[src/rtl/rgb_pkg.sv]
// Shared types and helpers for the RGB PWM driver.
// Contents: PWM_BITS width, rgb_t colour payload, FSM state encoding and the
// one-LSB step helper used by the fade engine.
package rgb_pkg;

  localparam int unsigned PWM_BITS = 8;

  // One colour command / duty triple.
  typedef struct packed {
    logic [PWM_BITS-1:0] r;
    logic [PWM_BITS-1:0] g;
    logic [PWM_BITS-1:0] b;
  } rgb_t;

  typedef enum logic [1:0] {
    IDLE    = 2'd0,
    PENDING = 2'd1,
    FADING  = 2'd2
  } drv_state_t;

  // Move cur one LSB toward tgt; hold when equal.
  function automatic logic [PWM_BITS-1:0] step_toward(
    input logic [PWM_BITS-1:0] cur,
    input logic [PWM_BITS-1:0] tgt
  );
    if (cur < tgt) begin
      return cur + PWM_BITS'(1);
    end else if (cur > tgt) begin
      return cur - PWM_BITS'(1);
    end else begin
      return cur;
    end
  endfunction

endpackage

[src/rtl/rgb_pwm_channel.sv]
// One PWM colour channel: duty register, optional fade target with +/-1
// stepping, and the registered pin compare.
// Build option: RGB_FADE_EN adds the target register and stepping.
// Ports:
//   clk, rst_n    clock, async active-low reset
//   adopt         take adopt_val as the new value on this edge (a boundary)
//   adopt_val     new duty (no fade) or new target (fade)
//   step          fade step on this edge
//   pwm_cnt_nxt   value pwm_cnt takes on this edge
//   at_target_c   combinational: duty after this edge equals target after it
//   pin           registered PWM output, high while pwm_cnt < duty
module rgb_pwm_channel
  import rgb_pkg::*;
(
  input  logic                clk,
  input  logic                rst_n,
  input  logic                adopt,
  input  logic [PWM_BITS-1:0] adopt_val,
  input  logic                step,
  input  logic [PWM_BITS-1:0] pwm_cnt_nxt,
  output logic                at_target_c,
  output logic                pin
);

  logic [PWM_BITS-1:0] duty;
  logic [PWM_BITS-1:0] duty_nxt;

`ifdef RGB_FADE_EN
  logic [PWM_BITS-1:0] target;
  logic [PWM_BITS-1:0] target_nxt;

  // A retarget and a step on the same edge step toward the new target.
  always_comb begin
    target_nxt  = adopt ? adopt_val : target;
    duty_nxt    = step ? step_toward(duty, target_nxt) : duty;
    at_target_c = (duty_nxt == target_nxt);
  end

  always_ff @(posedge clk or negedge rst_n) begin
    if (!rst_n) begin
      target <= '0;
    end else begin
      target <= target_nxt;
    end
  end
`else
  logic unused_step;

  // Duty jumps straight to the adopted value.
  always_comb begin
    duty_nxt    = adopt ? adopt_val : duty;
    at_target_c = 1'b1;
  end

  assign unused_step = step;
`endif

  // Compare against next-cycle values so the registered pin lines up with
  // the cycle in which pwm_cnt and duty hold those values.
  always_ff @(posedge clk or negedge rst_n) begin
    if (!rst_n) begin
      duty <= '0;
      pin  <= 1'b0;
    end else begin
      duty <= duty_nxt;
      pin  <= (pwm_cnt_nxt < duty_nxt);
    end
  end

endmodule

[src/rtl/rgb_pwm_driver.sv]
// Command-driven RGB PWM driver. Captures colour commands on a valid/ready
// handshake into a pending register and applies them at PWM period
// boundaries so pin waveforms never show partial periods.
// Build option: RGB_FADE_EN enables the fade engine (FADING state, fade
// period counter, per-channel targets with +/-1 stepping).
// Ports:
//   clk, rst_n              clock, async active-low reset
//   cmd_valid / cmd_ready   command handshake
//   cmd_r, cmd_g, cmd_b     8-bit target duty per channel
//   RGB_R, RGB_G, RGB_B     active-high PWM pins (registered)
//   frame_start             pulse in the first cycle of each PWM period
//   busy                    command pending or fade in progress
module rgb_pwm_driver
  import rgb_pkg::*;
#(
  parameter int unsigned PRESCALE     = 47,
  parameter int unsigned FADE_PERIODS = 1
) (
  input  logic       clk,
  input  logic       rst_n,
  input  logic       cmd_valid,
  output logic       cmd_ready,
  input  logic [7:0] cmd_r,
  input  logic [7:0] cmd_g,
  input  logic [7:0] cmd_b,
  output logic       RGB_R,
  output logic       RGB_G,
  output logic       RGB_B,
  output logic       frame_start,
  output logic       busy
);

  localparam int unsigned PS_W = (PRESCALE > 0) ? $clog2(PRESCALE + 1) : 1;

  logic [PS_W-1:0]     prescale_cnt;
  logic [PS_W-1:0]     prescale_nxt;
  logic [PWM_BITS-1:0] pwm_cnt;
  logic [PWM_BITS-1:0] pwm_cnt_nxt;
  logic                tick_c;
  logic                boundary_c;

  rgb_t                pending_q;
  logic                pending_full;
  logic                pending_full_nxt;
  logic                hs_c;
  logic                adopt_c;
  logic                step_c;
  logic [2:0]          chan_at_c;

  drv_state_t          state;

  // Prescaler and PWM counter; the boundary is the tick wrapping 255 -> 0.
  always_comb begin
    tick_c       = (prescale_cnt == PS_W'(PRESCALE));
    prescale_nxt = tick_c ? '0 : prescale_cnt + PS_W'(1);
    pwm_cnt_nxt  = tick_c ? pwm_cnt + PWM_BITS'(1) : pwm_cnt;
    boundary_c   = tick_c && (pwm_cnt == {PWM_BITS{1'b1}});
  end

  always_ff @(posedge clk or negedge rst_n) begin
    if (!rst_n) begin
      prescale_cnt <= '0;
      pwm_cnt      <= '0;
      frame_start  <= 1'b0;
    end else begin
      prescale_cnt <= prescale_nxt;
      pwm_cnt      <= pwm_cnt_nxt;
      frame_start  <= boundary_c;
    end
  end

  // Handshake and pending register. A capture on a boundary edge is never
  // adopted on that edge because adoption needs pending_full already set.
  always_comb begin
    hs_c             = cmd_valid && cmd_ready;
    adopt_c          = boundary_c && pending_full;
    pending_full_nxt = hs_c || (pending_full && !adopt_c);
  end

  always_ff @(posedge clk or negedge rst_n) begin
    if (!rst_n) begin
      pending_q    <= '0;
      pending_full <= 1'b0;
      cmd_ready    <= 1'b0;
    end else begin
      if (hs_c) begin
        pending_q <= rgb_t'({cmd_r, cmd_g, cmd_b});
      end
      pending_full <= pending_full_nxt;
      cmd_ready    <= !pending_full_nxt;
    end
  end

`ifdef RGB_FADE_EN
  localparam int unsigned FC_W = (FADE_PERIODS > 1) ? $clog2(FADE_PERIODS) : 1;

  logic [FC_W-1:0] fade_cnt;
  logic            all_at_c;

  always_comb begin
    all_at_c = &chan_at_c;
    step_c   = (state == FADING) && boundary_c &&
               (fade_cnt == FC_W'(FADE_PERIODS - 1));
  end
`else
  logic [31:0] unused_fade_periods;
  logic        unused_chan_at;

  assign step_c              = 1'b0;
  assign unused_fade_periods = 32'(FADE_PERIODS);
  assign unused_chan_at      = ^chan_at_c;
`endif

  // Control FSM; busy mirrors pending_full plus the FADING state.
  always_ff @(posedge clk or negedge rst_n) begin
    if (!rst_n) begin
      state <= IDLE;
      busy  <= 1'b0;
`ifdef RGB_FADE_EN
      fade_cnt <= '0;
`endif
    end else begin
      busy <= pending_full_nxt;
      case (state)
        IDLE, PENDING: begin
          if (adopt_c) begin
`ifdef RGB_FADE_EN
            fade_cnt <= '0;
            if (all_at_c) begin
              state <= IDLE;
            end else begin
              state <= FADING;
              busy  <= 1'b1;
            end
`else
            state <= IDLE;
`endif
          end else if (pending_full_nxt) begin
            state <= PENDING;
          end
        end
`ifdef RGB_FADE_EN
        FADING: begin
          busy <= 1'b1;
          if (boundary_c) begin
            fade_cnt <= step_c ? '0 : fade_cnt + FC_W'(1);
            if (all_at_c) begin
              state <= IDLE;
              busy  <= pending_full_nxt;
            end
          end
        end
`endif
        default: begin
          state <= IDLE;
        end
      endcase
    end
  end

  rgb_pwm_channel u_chan_r (
    .clk         (clk),
    .rst_n       (rst_n),
    .adopt       (adopt_c),
    .adopt_val   (pending_q.r),
    .step        (step_c),
    .pwm_cnt_nxt (pwm_cnt_nxt),
    .at_target_c (chan_at_c[2]),
    .pin         (RGB_R)
  );

  rgb_pwm_channel u_chan_g (
    .clk         (clk),
    .rst_n       (rst_n),
    .adopt       (adopt_c),
    .adopt_val   (pending_q.g),
    .step        (step_c),
    .pwm_cnt_nxt (pwm_cnt_nxt),
    .at_target_c (chan_at_c[1]),
    .pin         (RGB_G)
  );

  rgb_pwm_channel u_chan_b (
    .clk         (clk),
    .rst_n       (rst_n),
    .adopt       (adopt_c),
    .adopt_val   (pending_q.b),
    .step        (step_c),
    .pwm_cnt_nxt (pwm_cnt_nxt),
    .at_target_c (chan_at_c[0]),
    .pin         (RGB_B)
  );

endmodule
[config.mk]
export PLATFORM = sky130hd
export DESIGN_NAME = rgb_pwm_driver
export DESIGN_NICKNAME = d
export VERILOG_FILES = /design/src/rtl/rgb_pkg.sv /design/src/rtl/rgb_pwm_channel.sv /design/src/rtl/rgb_pwm_driver.sv
export SDC_FILE = /design/constraint.sdc
export NUM_CORES = 1
export LEC_CHECK = 0
export CAP_MARGIN = 20
export CORE_MARGIN = 2
export CORE_UTILIZATION = 50
export DETAILED_ROUTE_END_ITERATION = 10
export DONT_BUFFER_PORTS = 1
export GPL_ROUTABILITY_DRIVEN = 1
export PLACE_DENSITY = 0.68
export SYNTH_ARGS = -nofsm -noshare
export SYNTH_HDL_FRONTEND = slang
export SYNTH_HIERARCHICAL = 1
export SYNTH_SLANG_ARGS = --single-unit
[constraint.sdc]
create_clock -name clk -period 2.5 [get_ports clk]
set_input_delay 0.5 -clock clk [delete_from_list [all_inputs] [get_ports clk]]
set_output_delay 0.5 -clock clk [all_outputs]
set_load 0.1 [all_outputs]
; Yosys cells after proc, flatten, opt, wreduce, memory -nomap -nowiden
; Cells that the tools add are included.
[classes]
add_sub_neg = 2
n_lt_le_gt_ge = 3
n_eq_ne = 2
n_mux = 5
n_reduce_logical = 7
[op_table]
columns = cell, count
row1 = 2-to-1 mux 8 bit, 4
row2 = less-than comparator 8 bit, 3
row3 = "adder 8 x 1 -> 8 bit, second input constant", 1
row4 = "equality test 8 bit, second input constant", 1
row5 = "adder 6 x 1 -> 6 bit, second input constant", 1
row6 = "equality test 6 bit, second input constant", 1
row7 = 2-to-1 mux 6 bit, 1
row8 = logical AND 1 bit, 4
row9 = logical NOT 1 bit, 2
row10 = logical OR 1 bit, 1
[word_totals]
reg_bits = 68
input_bits = 27
out_inout_bits = 6
wordCells = 33

; Depth between registers and ports, before layout
[depth]
word_depth = 7
mapped_depth = 10
depth_no_buf = 9

; By module
; The synthesis kept the hierarchy.
[by_module_without_submodules]
columns = mod, n_inst, cells_each, area_each_um2, seq_area_each_um2
row1 = rgb_pwm_driver, 1, 114, 1686.6, 1026.0
row2 = rgb_pwm_channel, 3, 45, 509.2, 225.2

; Worst setup path after synthesis
; No wires, ideal clock.
[synth_path]
path_type = register -> register
startpoint = register prescale_cnt[0]
endpoint = register u_chan_b.pin
setup_ns = 0.086
t_arrival_ns = 2.372
required_time_ns = 2.414
setup_slack_ns = 0.042
path_stages_with_launch = 11
n_path_buf = 1
period_less_slack_ns = 2.458
cell_sequence = dfrtp_1 > ha_1 > nand3_4 > nor4_4 > and2_1 > buf_6 > mux2i_1 > ha_1 > a21oi_1 > o21ai_0 > nor3_1
[synth_between]
elab_chain_cells = 5
elab_cells_between_ends = 6
classes_between = order compare: 1 / eq/ne: 1 / mux: 2 / reduce/logical: 2
[synth_lines]
columns = item, line_no
row1 = "start, declared", rgb_pwm_driver.sv:35  ; logic [PS_W-1:0] prescale_cnt;
row2 = "start signal, assigned", rgb_pwm_driver.sv:66  ; prescale_cnt <= prescale_nxt;
row3 = equality test 6 bit, rgb_pwm_driver.sv:54  ; tick_c = (prescale_cnt == PS_W'(PRESCALE));
row4 = logical AND 1 bit, rgb_pwm_driver.sv:57  ; boundary_c = tick_c && (pwm_cnt == {PWM_BITS{1'b1}});
row5 = via boundary_c, rgb_pwm_driver.sv:40  ; logic boundary_c;
row6 = logical AND 1 bit, rgb_pwm_driver.sv:76  ; adopt_c = boundary_c && pending_full;
row7 = via adopt_c, rgb_pwm_driver.sv:46  ; logic adopt_c;
row8 = 2-to-1 mux 8 bit, rgb_pwm_channel.sv:51  ; duty_nxt = adopt ? adopt_val : duty;
row9 = less-than comparator 8 bit, rgb_pwm_channel.sv:66  ; pin <= (pwm_cnt_nxt < duty_nxt);
row10 = "end signal, assigned", rgb_pwm_channel.sv:66
row11 = "end, declared", rgb_pwm_channel.sv:22  ; output logic pin
; The timed path passes the listed nets, and every way through them passes these cells.
; A chain may end at the register's enable or synchronous reset.

; Worst setup path after layout
[layout_path]
startpoint = register pwm_cnt[1]
endpoint = register u_chan_b.pin
[layout_between]
elab_chain_cells = 5
elab_cells_between_ends = 7
classes_between = add/sub: 1 / order compare: 1 / eq/ne: 1 / mux: 2 / reduce/logical: 2
[layout_lines]
columns = item, line_no
row1 = "start, declared", rgb_pwm_driver.sv:37  ; logic [PWM_BITS-1:0] pwm_cnt;
row2 = "start signal, assigned", rgb_pwm_driver.sv:67  ; pwm_cnt <= pwm_cnt_nxt;
row3 = equality test 8 bit, rgb_pwm_driver.sv:57
row4 = logical AND 1 bit, rgb_pwm_driver.sv:57
row5 = via boundary_c, rgb_pwm_driver.sv:40
row6 = logical AND 1 bit, rgb_pwm_driver.sv:76
row7 = via adopt_c, rgb_pwm_driver.sv:46
row8 = 2-to-1 mux 8 bit, rgb_pwm_channel.sv:51
row9 = less-than comparator 8 bit, rgb_pwm_channel.sv:66
; The timed path passes the listed nets, and every way through them passes these cells.

==> results.txt <==
The flow ran to the end, and the final reports show no timing, DRC or antenna violations. The number of buffers and inverters on the critical path is 2. In the final layout, the share of cells above drive strength 1 is 36.1%. The floorplan step defined a die boundary enclosing 7010 µm². Across the run, the number of max-cap violations was 0. After legalization and detailed placement, the total HPWL measured 3640 µm.

The clock passes through at most 2 buffers. The final max-slew violation count came out at 0. Setup violations remaining at the end of the flow were counted as 0. Dividing the detail-routed wire length by the instance count gives 16.5 µm.

The number of port buffers is 0, and the upper clock frequency limit is 0.404 GHz. In this run the static leakage power is 2.12 nW. Entering global routing, the biggest net connects 69 pins. Dividing the detail-routed via count by the number of cells gives 5.26. The internal power of the cells totals 1.89 mW.

The tools report the number of buffers added by the clock tree synthesis step as 9. The detail route stage leaves a number of antenna-violating nets equal to 0. In the final timing run, aggregate negative setup slack is 0 ns. The repair_antennas step left the layout with diodes totalling 0.

Traced cell by cell, the critical path runs through ha_4 > nand4b_4 > nor4_4 > and2_4 > buf_12 > buf_16 > mux2i_4 > ha_1 > a21oi_2 > nor2_1 > nor3_1. The tools report the count of endpoints failing hold in the final timing report as 0. Clock latency on the worst-skew pair, taken at its later pin, is 0.34 ns. The total net switching power is 0.445 mW.

Routability-driven placement finished with a final weighted congestion of 0.813. The TritonCTS sink count came out at 68. The run gives -0.0496 ns as the worst slack at placement. Time the worst path needs with I/O delays and setup: 2.48 ns. The classification of the worst setup path is flip-flop to flip-flop.

The required time of the critical path was 2.76 ns. For this configuration, the core starts out at a cell density of 50.9%. In this run the horizontal extent of the chip is 83.7 µm. The run gives 292 as the synthesized net count. Across all layers, the routed design uses 1904 vias.

In this run, the number of DRC markers left after iteration 0 of detailed routing was 76. The worst pin sits at a relative slew slack of 41.2%. The number of standard cells in the layout, taps in and fillers out is 362, and the number of levels the H-tree was split into is 3.

The tools report the number of global-route vias before repair as 1970. For this design, the slowest cell found on the critical path is sky130_fd_sc_hd__dfrtp_1. The logs give 5960 µm for the post-detailed-routing wire length and 4 for the count of TritonRoute iterations in the first routing pass. The share of total power dissipated in sequential elements is 47.0%. Global routing finished with a remaining overflow of 0. DRC violation count after routing: 0. Setup repair after global routing could not meet its margin everywhere.

At the pin with the least slew margin, the transition time is 0.882 ns. Compared with the post-synthesis result, the final layout area differs by 25.8%. The worst setup path is captured at a flip-flop. The final core area utilization is 64.0%, and the global routing usage summed across all routing layers is 18.2%. The logs give 0 for the number of antenna violations at the first check in global routing and 6 for the number of warnings issued by yosys. The peak supply drop was 0.459 mV; the arrival time reported for the critical path endpoint was 2.74 ns. After clock tree synthesis, the clock-pin slew on the worst setup and hold paths is 0.07 ns. The final period utilization is 99.1%. On the final layout, the worst clock skew is 0.00705 ns. The cell type group with the largest total delay on the critical path is simple AND/OR/NAND/NOR gates.

In this run the worst hold path is classified as input pin to async pin. The wire length of the first global-routing pass was 9680 µm. Combinational cells account for 1.1% of the total power.

The die height was 83.7 µm; the average cell area after synthesis was 13.1 µm². 33 I/O pins were placed. The power per unit of standard cell area was 586 nW/µm². Including well taps, the total number of placed cells is 336. The run gives 330 as the net count of the finished layout. In this run the worst path has a maximum fanout of 6.

The site row count is 29. In this design, the stage delay of the slowest critical-path cell is 0.40 ns. The synthesized netlist occupies a cell area of 3180 µm². Kind of start point of the critical path: a flip-flop. The worst setup margin is 0.0229 ns. TritonCTS built the clock tree. The switching share of power was 19.0%. The core region is 6240 µm².

The run gives 242 as the cell count after synthesis. The relative contribution of the clock network to total power was 52.0%. Clock tree root buffer cell: sky130_fd_sc_hd__clkbuf_8.
[metrics by stage]
stage,area [µm²],hold slack (ns),power (mW)
5_1_grt,4000,0.0345,2.42
6_report,4000,0.0135,2.34
3_3_place_gp,3410,0.206,1.12
2_1_floorplan,3180,0.204,1.12
4_1_cts,3760,0.0244,2.36
3_5_place_dp,3410,0.206,1.12
[layout make-up]
class | instances | area, µm²
tap | 77 | 96.3
multi-input combinational | 144 | 1490
inverter | 25 | 93.8
fill | 457 | 2240
sequential | 68 | 1700
timing repair buffer | 32 | 340
clock inverter | 6 | 135
clock buffer | 10 | 138
[worst register-to-register path: stages (launching register included)]
cell,delay (ns)
sky130_fd_sc_hd__dfrtp_1,0.40
sky130_fd_sc_hd__ha_4,0.17
sky130_fd_sc_hd__nand4b_4,0.12
sky130_fd_sc_hd__nor4_4,0.29
sky130_fd_sc_hd__and2_4,0.25
sky130_fd_sc_hd__buf_12,0.13
sky130_fd_sc_hd__buf_16,0.15
sky130_fd_sc_hd__mux2i_4,0.24
sky130_fd_sc_hd__ha_1,0.28
sky130_fd_sc_hd__a21oi_2,0.15
sky130_fd_sc_hd__nor2_1,0.05
sky130_fd_sc_hd__nor3_1,0.17
[registers in the layout (all words and copies together) (netlist names)]
register	flops
pending_q	24
pwm_cnt	8
u_chan_b/duty	8
u_chan_g/duty	8
u_chan_r/duty	8
prescale_cnt	6
cmd_ready	1
frame_start	1
pending_full	1
u_chan_b/pin	1
u_chan_g/pin	1
u_chan_r/pin	1
[power by group through the flow]
stage	sequential, mW	combinational [mW]	clock (mW)
after floorplan	1.12	0.000415	0
after global placement	1.12	0.000415	0
after detailed placement	1.12	0.000415	0
after CTS	1.10	0.0266	1.24
after global routing	1.10	0.0297	1.29
final	1.10	0.0248	1.22
[cell usage in the layout, fill, tap and decap left out, types with 6 or more instances in the layout]
cell,instances
sky130_fd_sc_hd__nand2_1,6
sky130_fd_sc_hd__buf_4,26
sky130_fd_sc_hd__mux2i_2,8
sky130_fd_sc_hd__nor2_1,8
sky130_fd_sc_hd__a21oi_1,7
sky130_fd_sc_hd__xor2_1,7
sky130_fd_sc_hd__mux2_2,20
sky130_fd_sc_hd__dfrtp_1,68
sky130_fd_sc_hd__mux2i_1,7
sky130_fd_sc_hd__ha_1,21
sky130_fd_sc_hd__clkbuf_8,10
sky130_fd_sc_hd__nor3_1,6
sky130_fd_sc_hd__inv_1,25
sky130_fd_sc_hd__mux2i_4,6
[worst paths after layout]
| check | slack (ns) | from | endpoint | cells after the start |
|---|---|---|---|---|
| setup / recovery | 0.02 | pwm_cnt[1] | u_chan_b/pin | 11 |
| hold / removal | 0.01 | rst_n | pending_q[8] | 1 |
| setup reg to reg | 0.02 | pwm_cnt[1] | u_chan_b/pin | 11 |
| hold reg to reg | 0.49 | u_chan_b/duty[7] | u_chan_b/duty[7] | 2 |
| max in group asynchronous | 2.19 | rst_n | prescale_cnt[4] | 1 |
| min in group clk | 0.28 | cmd_g[5] | pending_q[13] | 1 |
[timing repair]
item	CTS	global route
hold buffers	1	0
endpoints found under the hold margin	68	0
gates cloned	1	2
gates resized for setup	7	24
buffers inserted	0	6
pin swaps	0	2
endpoints found under the setup margin	2	3
[routing by layer]
metal / GRT usage [%] / vias up / routed length, µm
met5: 0 / - / 0
li1: - / 928 / -
met1: 23.7 / 942 / 2810
met3: 4.25 / 8 / 167
met4: 12.0 / 0 / 106
met2: 27.4 / 26 / 2880
(Power assumes the default switching activity.)
